===== src/rtl/minn_pkg.sv =====
// Shared types and helpers for the Minn timing-peak detector.
package minn_pkg;

    localparam int SUM_WIDTH_DEF    = 34;
    localparam int THRESH_WIDTH_DEF = 16;
    localparam int THRESH_FRAC      = THRESH_WIDTH_DEF - 1;
    localparam int ABS_W            = 64;

    typedef enum logic [1:0] {
        IDLE  = 2'd0,
        TRACK = 2'd1,
        BLANK = 2'd2
    } minn_state_e;

    // x is a w-bit signed sum sign-extended to ABS_W; the most-negative
    // w-bit value has no positive twin, so it saturates to the largest one.
    function automatic logic [ABS_W-1:0] sat_abs(input logic [ABS_W-1:0] x, input int w);
        logic [ABS_W-1:0] most_neg;
        most_neg = {ABS_W{1'b1}} << (w - 1);
        if (x == most_neg) begin
            return ~most_neg;
        end
        if (x[ABS_W-1]) begin
            return -x;
        end
        return x;
    endfunction

endpackage


===== src/rtl/minn_thresh_compare.sv =====
// Stage 1 of the peak detector: |corr|, clamped energy, threshold compare and sample index.
// Build option MINN_PEAK_ENERGY_FLOOR_EN adds an energy floor to the hit condition.
module minn_thresh_compare
    import minn_pkg::*;
#(
    parameter int SUM_WIDTH    = SUM_WIDTH_DEF,
    parameter int THRESH_WIDTH = THRESH_WIDTH_DEF,
    parameter int IDX_WIDTH    = 20
) (
    input  logic                        clk,
    input  logic                        rst_n,
    input  logic                        in_valid,
    input  logic signed [SUM_WIDTH-1:0] in_corr,
    input  logic signed [SUM_WIDTH-1:0] in_energy,
    input  logic [THRESH_WIDTH-1:0]     cfg_thresh,
`ifdef MINN_PEAK_ENERGY_FLOOR_EN
    input  logic [SUM_WIDTH-1:0]        cfg_energy_floor,
`endif
    output logic                        s1_valid,
    output logic                        s1_hit,
    output logic [SUM_WIDTH-1:0]        s1_mag,
    output logic [IDX_WIDTH-1:0]        s1_idx
);

    localparam int PROD_W = SUM_WIDTH + THRESH_WIDTH;
    localparam int FRAC   = THRESH_WIDTH - 1;

    logic [ABS_W-1:0]     corr_ext;
    logic [SUM_WIDTH-1:0] mag;
    logic [SUM_WIDTH-1:0] en;
    logic [PROD_W-1:0]    lhs;
    logic [PROD_W-1:0]    rhs;
    logic                 hit;

    logic                 valid_q, valid_d;
    logic                 hit_q, hit_d;
    logic [SUM_WIDTH-1:0] mag_q, mag_d;
    logic [IDX_WIDTH-1:0] idx_q, idx_d;
    logic [IDX_WIDTH-1:0] cnt_q, cnt_d;

    always_comb begin
        corr_ext = {{(ABS_W - SUM_WIDTH){in_corr[SUM_WIDTH-1]}}, in_corr};
        mag      = SUM_WIDTH'(sat_abs(corr_ext, SUM_WIDTH));
        en       = in_energy[SUM_WIDTH-1] ? '0 : $unsigned(in_energy);
        // Both sides fit PROD_W exactly, so the compare never truncates.
        lhs      = PROD_W'(mag) << FRAC;
        rhs      = PROD_W'(cfg_thresh) * PROD_W'(en);
        hit      = (lhs >= rhs);
`ifdef MINN_PEAK_ENERGY_FLOOR_EN
        hit      = hit && (en >= cfg_energy_floor);
`endif

        valid_d = in_valid;
        hit_d   = hit_q;
        mag_d   = mag_q;
        idx_d   = idx_q;
        cnt_d   = cnt_q;
        if (in_valid) begin
            hit_d = hit;
            mag_d = mag;
            idx_d = cnt_q;
            cnt_d = cnt_q + 1'b1;
        end
    end

    always_ff @(posedge clk) begin
        if (!rst_n) begin
            valid_q <= 1'b0;
            hit_q   <= 1'b0;
            mag_q   <= '0;
            idx_q   <= '0;
            cnt_q   <= '0;
        end else begin
            valid_q <= valid_d;
            hit_q   <= hit_d;
            mag_q   <= mag_d;
            idx_q   <= idx_d;
            cnt_q   <= cnt_d;
        end
    end

    assign s1_valid = valid_q;
    assign s1_hit   = hit_q;
    assign s1_mag   = mag_q;
    assign s1_idx   = idx_q;

endmodule


===== src/rtl/minn_peak_detector.sv =====
// Minn timing-peak detector: tracks the local |corr| maximum above threshold and reports it after hold-off.
// Build option MINN_PEAK_ENERGY_FLOOR_EN adds the cfg_energy_floor input.
//
// state | meaning
// IDLE  | waiting for the first above-threshold sample
// TRACK | holding a candidate maximum, counting beats without a new one
// BLANK | ignoring beats after a report
module minn_peak_detector
    import minn_pkg::*;
#(
    parameter int SUM_WIDTH    = SUM_WIDTH_DEF,
    parameter int THRESH_WIDTH = THRESH_FRAC + 1,
    parameter int IDX_WIDTH    = 20,
    parameter int HOLDOFF      = 64,
    parameter int BLANK_LEN    = 1024
) (
    input  logic                        clk,
    input  logic                        rst_n,
    input  logic                        in_valid,
    input  logic signed [SUM_WIDTH-1:0] in_corr,
    input  logic signed [SUM_WIDTH-1:0] in_energy,
    input  logic [THRESH_WIDTH-1:0]     cfg_thresh,
`ifdef MINN_PEAK_ENERGY_FLOOR_EN
    input  logic [SUM_WIDTH-1:0]        cfg_energy_floor,
`endif
    output logic                        peak_valid,
    output logic [IDX_WIDTH-1:0]        peak_index,
    output logic [SUM_WIDTH-1:0]        peak_corr,
    output logic                        busy
);

    localparam int HOLD_W  = $clog2(HOLDOFF + 1);
    localparam int BLANK_W = (BLANK_LEN < 2) ? 1 : $clog2(BLANK_LEN + 1);

    logic                 s1_valid;
    logic                 s1_hit;
    logic [SUM_WIDTH-1:0] s1_mag;
    logic [IDX_WIDTH-1:0] s1_idx;

    minn_state_e          state_q, state_d;
    logic [SUM_WIDTH-1:0] max_q, max_d;
    logic [IDX_WIDTH-1:0] max_idx_q, max_idx_d;
    logic [HOLD_W-1:0]    hold_cnt_q, hold_cnt_d;
    logic [BLANK_W-1:0]   blank_cnt_q, blank_cnt_d;
    logic                 peak_valid_q, peak_valid_d;
    logic [IDX_WIDTH-1:0] peak_index_q, peak_index_d;
    logic [SUM_WIDTH-1:0] peak_corr_q, peak_corr_d;

    minn_thresh_compare #(
        .SUM_WIDTH    (SUM_WIDTH),
        .THRESH_WIDTH (THRESH_WIDTH),
        .IDX_WIDTH    (IDX_WIDTH)
    ) u_thresh (
        .clk              (clk),
        .rst_n            (rst_n),
        .in_valid         (in_valid),
        .in_corr          (in_corr),
        .in_energy        (in_energy),
        .cfg_thresh       (cfg_thresh),
`ifdef MINN_PEAK_ENERGY_FLOOR_EN
        .cfg_energy_floor (cfg_energy_floor),
`endif
        .s1_valid         (s1_valid),
        .s1_hit           (s1_hit),
        .s1_mag           (s1_mag),
        .s1_idx           (s1_idx)
    );

    always_comb begin
        state_d      = state_q;
        max_d        = max_q;
        max_idx_d    = max_idx_q;
        hold_cnt_d   = hold_cnt_q;
        blank_cnt_d  = blank_cnt_q;
        peak_valid_d = 1'b0;
        peak_index_d = peak_index_q;
        peak_corr_d  = peak_corr_q;

        if (s1_valid) begin
            unique case (state_q)
                IDLE: begin
                    if (s1_hit) begin
                        max_d      = s1_mag;
                        max_idx_d  = s1_idx;
                        hold_cnt_d = '0;
                        state_d    = TRACK;
                    end
                end
                TRACK: begin
                    // Strict compare: an equal later sample never displaces the earlier one.
                    if (s1_hit && (s1_mag > max_q)) begin
                        max_d      = s1_mag;
                        max_idx_d  = s1_idx;
                        hold_cnt_d = '0;
                    end else if (hold_cnt_q == HOLD_W'(HOLDOFF - 1)) begin
                        peak_valid_d = 1'b1;
                        peak_index_d = max_idx_q;
                        peak_corr_d  = max_q;
                        blank_cnt_d  = '0;
                        state_d      = (BLANK_LEN == 0) ? IDLE : BLANK;
                    end else begin
                        hold_cnt_d = hold_cnt_q + 1'b1;
                    end
                end
                BLANK: begin
                    if (blank_cnt_q == BLANK_W'(BLANK_LEN - 1)) begin
                        state_d = IDLE;
                    end else begin
                        blank_cnt_d = blank_cnt_q + 1'b1;
                    end
                end
                default: state_d = IDLE;
            endcase
        end
    end

    always_ff @(posedge clk) begin
        if (!rst_n) begin
            state_q      <= IDLE;
            max_q        <= '0;
            max_idx_q    <= '0;
            hold_cnt_q   <= '0;
            blank_cnt_q  <= '0;
            peak_valid_q <= 1'b0;
            peak_index_q <= '0;
            peak_corr_q  <= '0;
        end else begin
            state_q      <= state_d;
            max_q        <= max_d;
            max_idx_q    <= max_idx_d;
            hold_cnt_q   <= hold_cnt_d;
            blank_cnt_q  <= blank_cnt_d;
            peak_valid_q <= peak_valid_d;
            peak_index_q <= peak_index_d;
            peak_corr_q  <= peak_corr_d;
        end
    end

    assign peak_valid = peak_valid_q;
    assign peak_index = peak_index_q;
    assign peak_corr  = peak_corr_q;
    assign busy       = (state_q != IDLE);

endmodule

===== config.mk =====
export PLATFORM = sky130hd
export DESIGN_NAME = minn_peak_detector
export DESIGN_NICKNAME = d
export VERILOG_FILES = /design/src/rtl/minn_pkg.sv /design/src/rtl/minn_thresh_compare.sv /design/src/rtl/minn_peak_detector.sv
export SDC_FILE = /design/constraint.sdc
export NUM_CORES = 2
export LEC_CHECK = 0
export CORE_MARGIN = 3
export CORE_UTILIZATION = 30
export DETAILED_ROUTE_END_ITERATION = 7
export DONT_BUFFER_PORTS = 1
export PLACE_DENSITY = 0.43
export SYNTH_ARGS = -nofsm -noshare
export SYNTH_HDL_FRONTEND = slang
export SYNTH_SLANG_ARGS = --single-unit
export TNS_END_PERCENT = 30

===== constraint.sdc =====
create_clock -name clk -period 12.4 [get_ports clk]
set_input_delay 3.1 -clock clk [delete_from_list [all_inputs] [get_ports clk]]
set_output_delay 3.1 -clock clk [all_outputs]
set_load 0.02 [all_outputs]

# [Word level (Yosys, flattened, before mapping)]
# Index checks and enable logic that the tools add are counted.
[classes] n_addsub=4 n_mul=1 n_lt_le_gt_ge=2 n_eq_ne=12 mux=28 bitwise=4 reduce_logical=11
[op_table] operator="$mux 34" count=6
[op_table] operator="$pmux 34 s2" count=1
[op_table] operator="$eq 64x64->1 const B" count=1
[op_table] operator="$ge 49x50->1" count=1
[op_table] operator="$mul 16x34->50" count=1
[op_table] operator="$mux 20" count=2
[op_table] operator="$pmux 20 s2" count=1
[op_table] operator="$gt 34x34->1" count=1
[op_table] operator="$neg 34->34" count=1
[op_table] operator="$mux 11" count=3
[op_table] operator="$mux 33" count=1
[op_table] operator="$pmux 11 s2" count=1
[op_table] operator="$mux 7" count=3
[op_table] operator="$add 20x1->20 const B" count=1
[op_table] operator="$pmux 7 s2" count=1
[op_table] operator="$reduce_and 4->1" count=3
[op_table] operator="$add 11x1->11 const B" count=1
[op_table] operator="$eq 11x10->1 const B" count=1
[op_table] operator="$ne 2x2->1 const B" count=5
[op_table] operator="$reduce_and 5->1" count=2
[op_table] operator="$mux 2" count=4
[op_table] operator="$add 7x1->7 const B" count=1
[op_table] operator="$eq 7x6->1 const B" count=1
[op_table] operator="$pmux 2 s3" count=1
[op_table] operator="10 further kinds" count=18
[word_totals] register_bits=205 in_bits=87 out_inout_bits=56 word_cells=75

# [Logic depth before layout (Yosys ltp)]
[logic_depth] word_depth=6 depth_mapped=36 ltp_nobuf=34

# [By module]
# A second synthesis with hierarchy kept.
[hier_totals] cells_unflattened=3099 hier_area_um2=26790.7
[modules_own_cells] mod="minn_thresh_compare" instances=1 cells_each=2412 area_per_inst_um2=20945.1 seq_area_each_um2=1521.5
[modules_own_cells] mod="minn_peak_detector" instances=1 cells_each=687 area_per_inst_um2=5845.6 seq_area_each_um2=2582.5

# [Worst setup path after synthesis]
# OpenSTA, ideal clock, no wires.
[synth_timing] path_kind="input to register" startpoint="input in_energy[33]" endpoint="register u_thresh.hit_q, in the netlist u_thresh.s1_hit" setup_ps=145 arrival_time_ps=11616 required_ps=12255 slack_ps=639 path_stages=36 n_path_buf=3 cell_sequence="clkbuf_1 -> clkbuf_1 -> nor2b_1 -> clkbuf_1 -> nand2_1 -> fa_1 -> inv_1 -> fa_1 -> inv_1 -> fa_1 -> inv_1 -> fa_1 -> fa_1 -> inv_1 -> fa_1 -> inv_1 -> ha_1 -> nand2_1 -> or3_1 -> a2111o_1 -> a31o_2 -> a31oi_2 -> o21ai_0 -> a211oi_1 -> o21ai_0 -> xor2_1 -> ha_1 -> a21o_1 -> a21o_1 -> a21oi_1 -> nor2_1 -> a2111o_1 -> a2111oi_0 -> o21ai_0 -> a31oi_1 -> a2111oi_0"
[synth_via] elab_chain_cells=3
[synth_lines] element="start, declared" line_no="minn_peak_detector.sv:21" text="input logic signed [SUM_WIDTH-1:0] in_energy,"
[synth_lines] element="$mux 33" line_no="minn_thresh_compare.sv:44" text="en = in_energy[SUM_WIDTH-1] ? '0 : $unsigned(in_energy);"
[synth_lines] element="$mul 16x34->50" line_no="minn_thresh_compare.sv:47" text="rhs = PROD_W'(cfg_thresh) * PROD_W'(en);"
[synth_lines] element="$ge 49x50->1" line_no="minn_thresh_compare.sv:48" text="hit = (lhs >= rhs);"
[synth_lines] element="end signal, assigned" line_no="minn_thresh_compare.sv:75" text="hit_q <= hit_d;"
[synth_lines] element="end, declared" line_no="minn_thresh_compare.sv:36" text="logic hit_q, hit_d;"
# Every way passes these cells.
# A chain may end at the register's enable or synchronous reset.

# [Worst setup path after layout]
[layout_timing] startpoint="input in_energy[13]" endpoint="register u_thresh.hit_q, in the netlist u_thresh.s1_hit"
# The elaborated chain is that of the path after synthesis.

==> results by group <==
Global routing
  – Met2 Track Usage GR: 0.300
  – Grt total ovfl: 0
  – Largest net degree at the start of global routing: 96
  – First-pass GRT wire length: 127,000 microns
  – GRT Max-Usage Layer: met2
  – GRT met3 Usage: 0.0325
  – Initial antenna violation count: 1
  – Vias in the first global route: 22.0k
  – Met1 usage: 0.220
  – Overall routing resource usage: 0.171

STA
  – Tightest Pin Transition: 1130 ps
  – Slew headroom: 0.247
  – Fin Clk Skew: 13.0 ps
  – Max Transition Viols Final: 0
  – Fin Setup TNS: 0 ps
  – Unrepaired setup endpoints after global routing: false
  – Final period util: 0.945
  – Final setup violation count: 0
  – Fin crit period: 11,720 ps
  – Achievable Freq: 0.0853 GHz
  – Hold Fails Final Rpt: 0

Clock tree
  – Resized Gates After CTS: 0
  – Cts hold-fix bufs: 0
  – Clk root buf: clkbuf_16
  – Inserted Clock Buffers: 20
  – CTS sink count: 205
  – Worst skew pair latency: 500 ps
  – Setup bufs post-CTS: 0
  – H-tree depth: 1
  – Clock buffer depth: 3
  – CTS tree: yes
  – Reg clk slew, reported paths: 70 ps

Floorplanning
  – Num rows: 108
  – Die area: 92,300 sq um
  – Die Y: 304 microns
  – Initial Util: 0.305
  – Die width: 304 microns
  – IO Pins: 143
  – Core ar.: 87,300 sq um

Setup path
  – Worst path required time: 12,780 ps
  – Worst path slowest cell: fa_1
  – Startpoint types: primary input
  – RR Startpoint: max_q[6]
  – Crit Reg-Reg Endpoint: max_q[30]
  – Crit path arrival time: 12,100 ps
  – Worst setup path end: u_thresh.s1_hit
  – Worst setup EP type: register
  – Crit path kind: in2reg
  – Reg2reg setup slack: 8300 ps
  – Slowest stage delay, CP: 530 ps
  – CP dominant cell by count: fa_1
  – Crit-path max FO: 9
  – CP startpoint: in_energy[13]
  – FF-to-FF path depth: 12

Finish
  – Fin nets: 3,695
  – Area occupied by multi-input gates: 20,200 sq um
  – Fillers: 9,275
  – Layout area overhead: 6.83%
  – Register area: 4100 sq um
  – Design area: 28,400 sq um
  – Final Core Density: 0.326
  – Final non-filler cell total: 4,146
  – Share of cells above drive strength 1: 0.0341

Power and ir drop
  – PD cells: 197 nW/um^2
  – Worst VDD drop: 155 uV
  – P_leak: 12.9 nW

Logic synthesis
  – Mapped Cells: 3,072
  – Async S/R FF share, synth: 0
  – Most frequent cell after synthesis: nand2_1
  – Dominant cells by area after synthesis: fa_1 33%, dfxtp_1 15%, ha_1 9.3%, nand2_1 7.6%, inv_1 6.3%
  – Flops & latches, synth: 205
  – Seq/Total Area, Yosys: 0.154
  – Syn_area_per_cell: 8.66 sq um
  – Most frequent cells after synthesis: 539 x nand2_1, 449 x inv_1, 433 x fa_1
  – Synth cell types: 71
  – Cell area after synthesis: 26,600 sq um
  – Synth warnings: 0
  – Post-synth top area share: 0.326
  – Cell taking the most area after synthesis: fa_1
  – Post-synth EDFFs: 0
  – Most used DFF post-synth: dfxtp_1
  – Syn_nets: 3,789

Placement
  – Area after DPL: 27,800 sq um
  – Dpl cells: 4,111
  – Port Buffers: 0
  – Placer Congestion: 0.828
  – Post-DP HPWL: 61,000 microns

Route
  – Vias/cell: 4.79
  – Vias: 19.9k
  – DRT iter0 DRCs: 987
  – Remaining DRCs: 0
  – Post-DR wirelength/cell: 18.7 microns
  – DRT antenna net count: 0
  – Pre-Repair DR Iteration Count: 6
  – Final wirelength: 77,400 microns

Job
  – Max Cap Viol: 0

Hold path
  – HP Class: reg2reg
  – Hold depth: 2

Status
  – Outcome: finished clean
-- worst max-delay path, delay by kind of cell --
family / cells / cell delay, ps
buf+inv: 2 / 340
compound gates: 14 / 3600
fa+ha+maj: 8 / 3790
xor+xnor: 1 / 170
simple gates: 5 / 1100
-- power by group --
part	switching, mW	internal [mW]
clock	0.259	0.364
sequential	0.0177	0.674
combinational	2.50	1.79
total	2.78	2.83
-- cells by family (layout without fill, tap and decap cells) --
family                     Yosys count  count (layout)  share of synthesized area
other                                0               1                          0
DFF                                205             205                      0.154
xor gates and xnor gates            93              93                     0.0306
adders and majority gates          630             630                      0.419
AOI/OAI and AO/OA                  333             333                     0.0829
muxes                               80              80                     0.0301
and+or+nand+nor                   1121            1121                      0.196
buffers and inverters              610             528                     0.0877
-- stage by stage --
| step | power, mW | worst slack, ps | hold slack [ps] |
|---|---|---|---|
| finish | 5.61 | 679 | 446 |
| global route | 6.34 | 99.4 | 471 |
| CTS | 5.75 | 767 | 446 |
| detailed placement | 5.08 | 286 | 437 |
| global placement | 5.03 | 525 | 426 |
| floorplan | 3.93 | 639 | 415 |
-- layout by cell type, fill, tap and decap left out, types with 12 or more instances in the layout --
cell type	count
xor2_1	58
nor3_1	13
xnor2_1	35
and2_1	206
fa_1	433
inv_1	449
mux2i_1	80
a21oi_1	117
a21o_1	59
nand4_1	22
or3_1	12
nor2b_1	41
nand3_1	35
nor2_1	190
o21ai_0	38
clkbuf_16	21
nand2_1	537
buf_4	44
and3_1	19
dfxtp_1	205
a311oi_1	29
ha_1	197
-- layout make-up --
| type | instances | area share |
|---|---|---|
| multi-input combinational | 2257 | 0.710 |
| sequential | 205 | 0.144 |
| inverter | 450 | 0.0596 |
| tap | 1155 | 0.0509 |
| clock buffer | 28 | 0.0201 |
| timing repair buffer | 44 | 0.0116 |
| clock inverter | 6 | 0.00299 |
| antenna | 1 | 0.0000881 |
-- flip-flops by register name, indices dropped and copies added (netlist names) --
| register | flops |
|---|---|
| max_idx_q | 20 |
| peak_corr | 34 |
| blank_cnt_q | 11 |
| peak_valid | 1 |
| u_thresh.cnt_q | 20 |
| state_q | 2 |
| peak_index | 20 |
| u_thresh.s1_valid | 1 |
| u_thresh.s1_mag | 34 |
| hold_cnt_q | 7 |
| max_q | 34 |
| u_thresh.s1_hit | 1 |
| u_thresh.s1_idx | 20 |
-- metal layers --
layer | vias to the layer above | share of wire
li1 | 9461 | -
met1 | 10000 | 0.44
met2 | 305 | 0.49
met3 | 85 | 0.049
met4 | 0 | 0.023
met5 | - | 0
-- worst min-delay path by stage --
| stage | from | to |
|---|---|---|
| 5_1_grt | hold_cnt_q[6] | hold_cnt_q[6] |
| 2_1_floorplan | hold_cnt_q[6] | hold_cnt_q[6] |
| 3_3_place_gp | hold_cnt_q[6] | hold_cnt_q[6] |
| 3_5_place_dp | hold_cnt_q[6] | hold_cnt_q[6] |
| 6_report | hold_cnt_q[6] | hold_cnt_q[6] |
| 4_1_cts | hold_cnt_q[6] | hold_cnt_q[6] |
No activity file was read; power rests on OpenSTA's default activity.
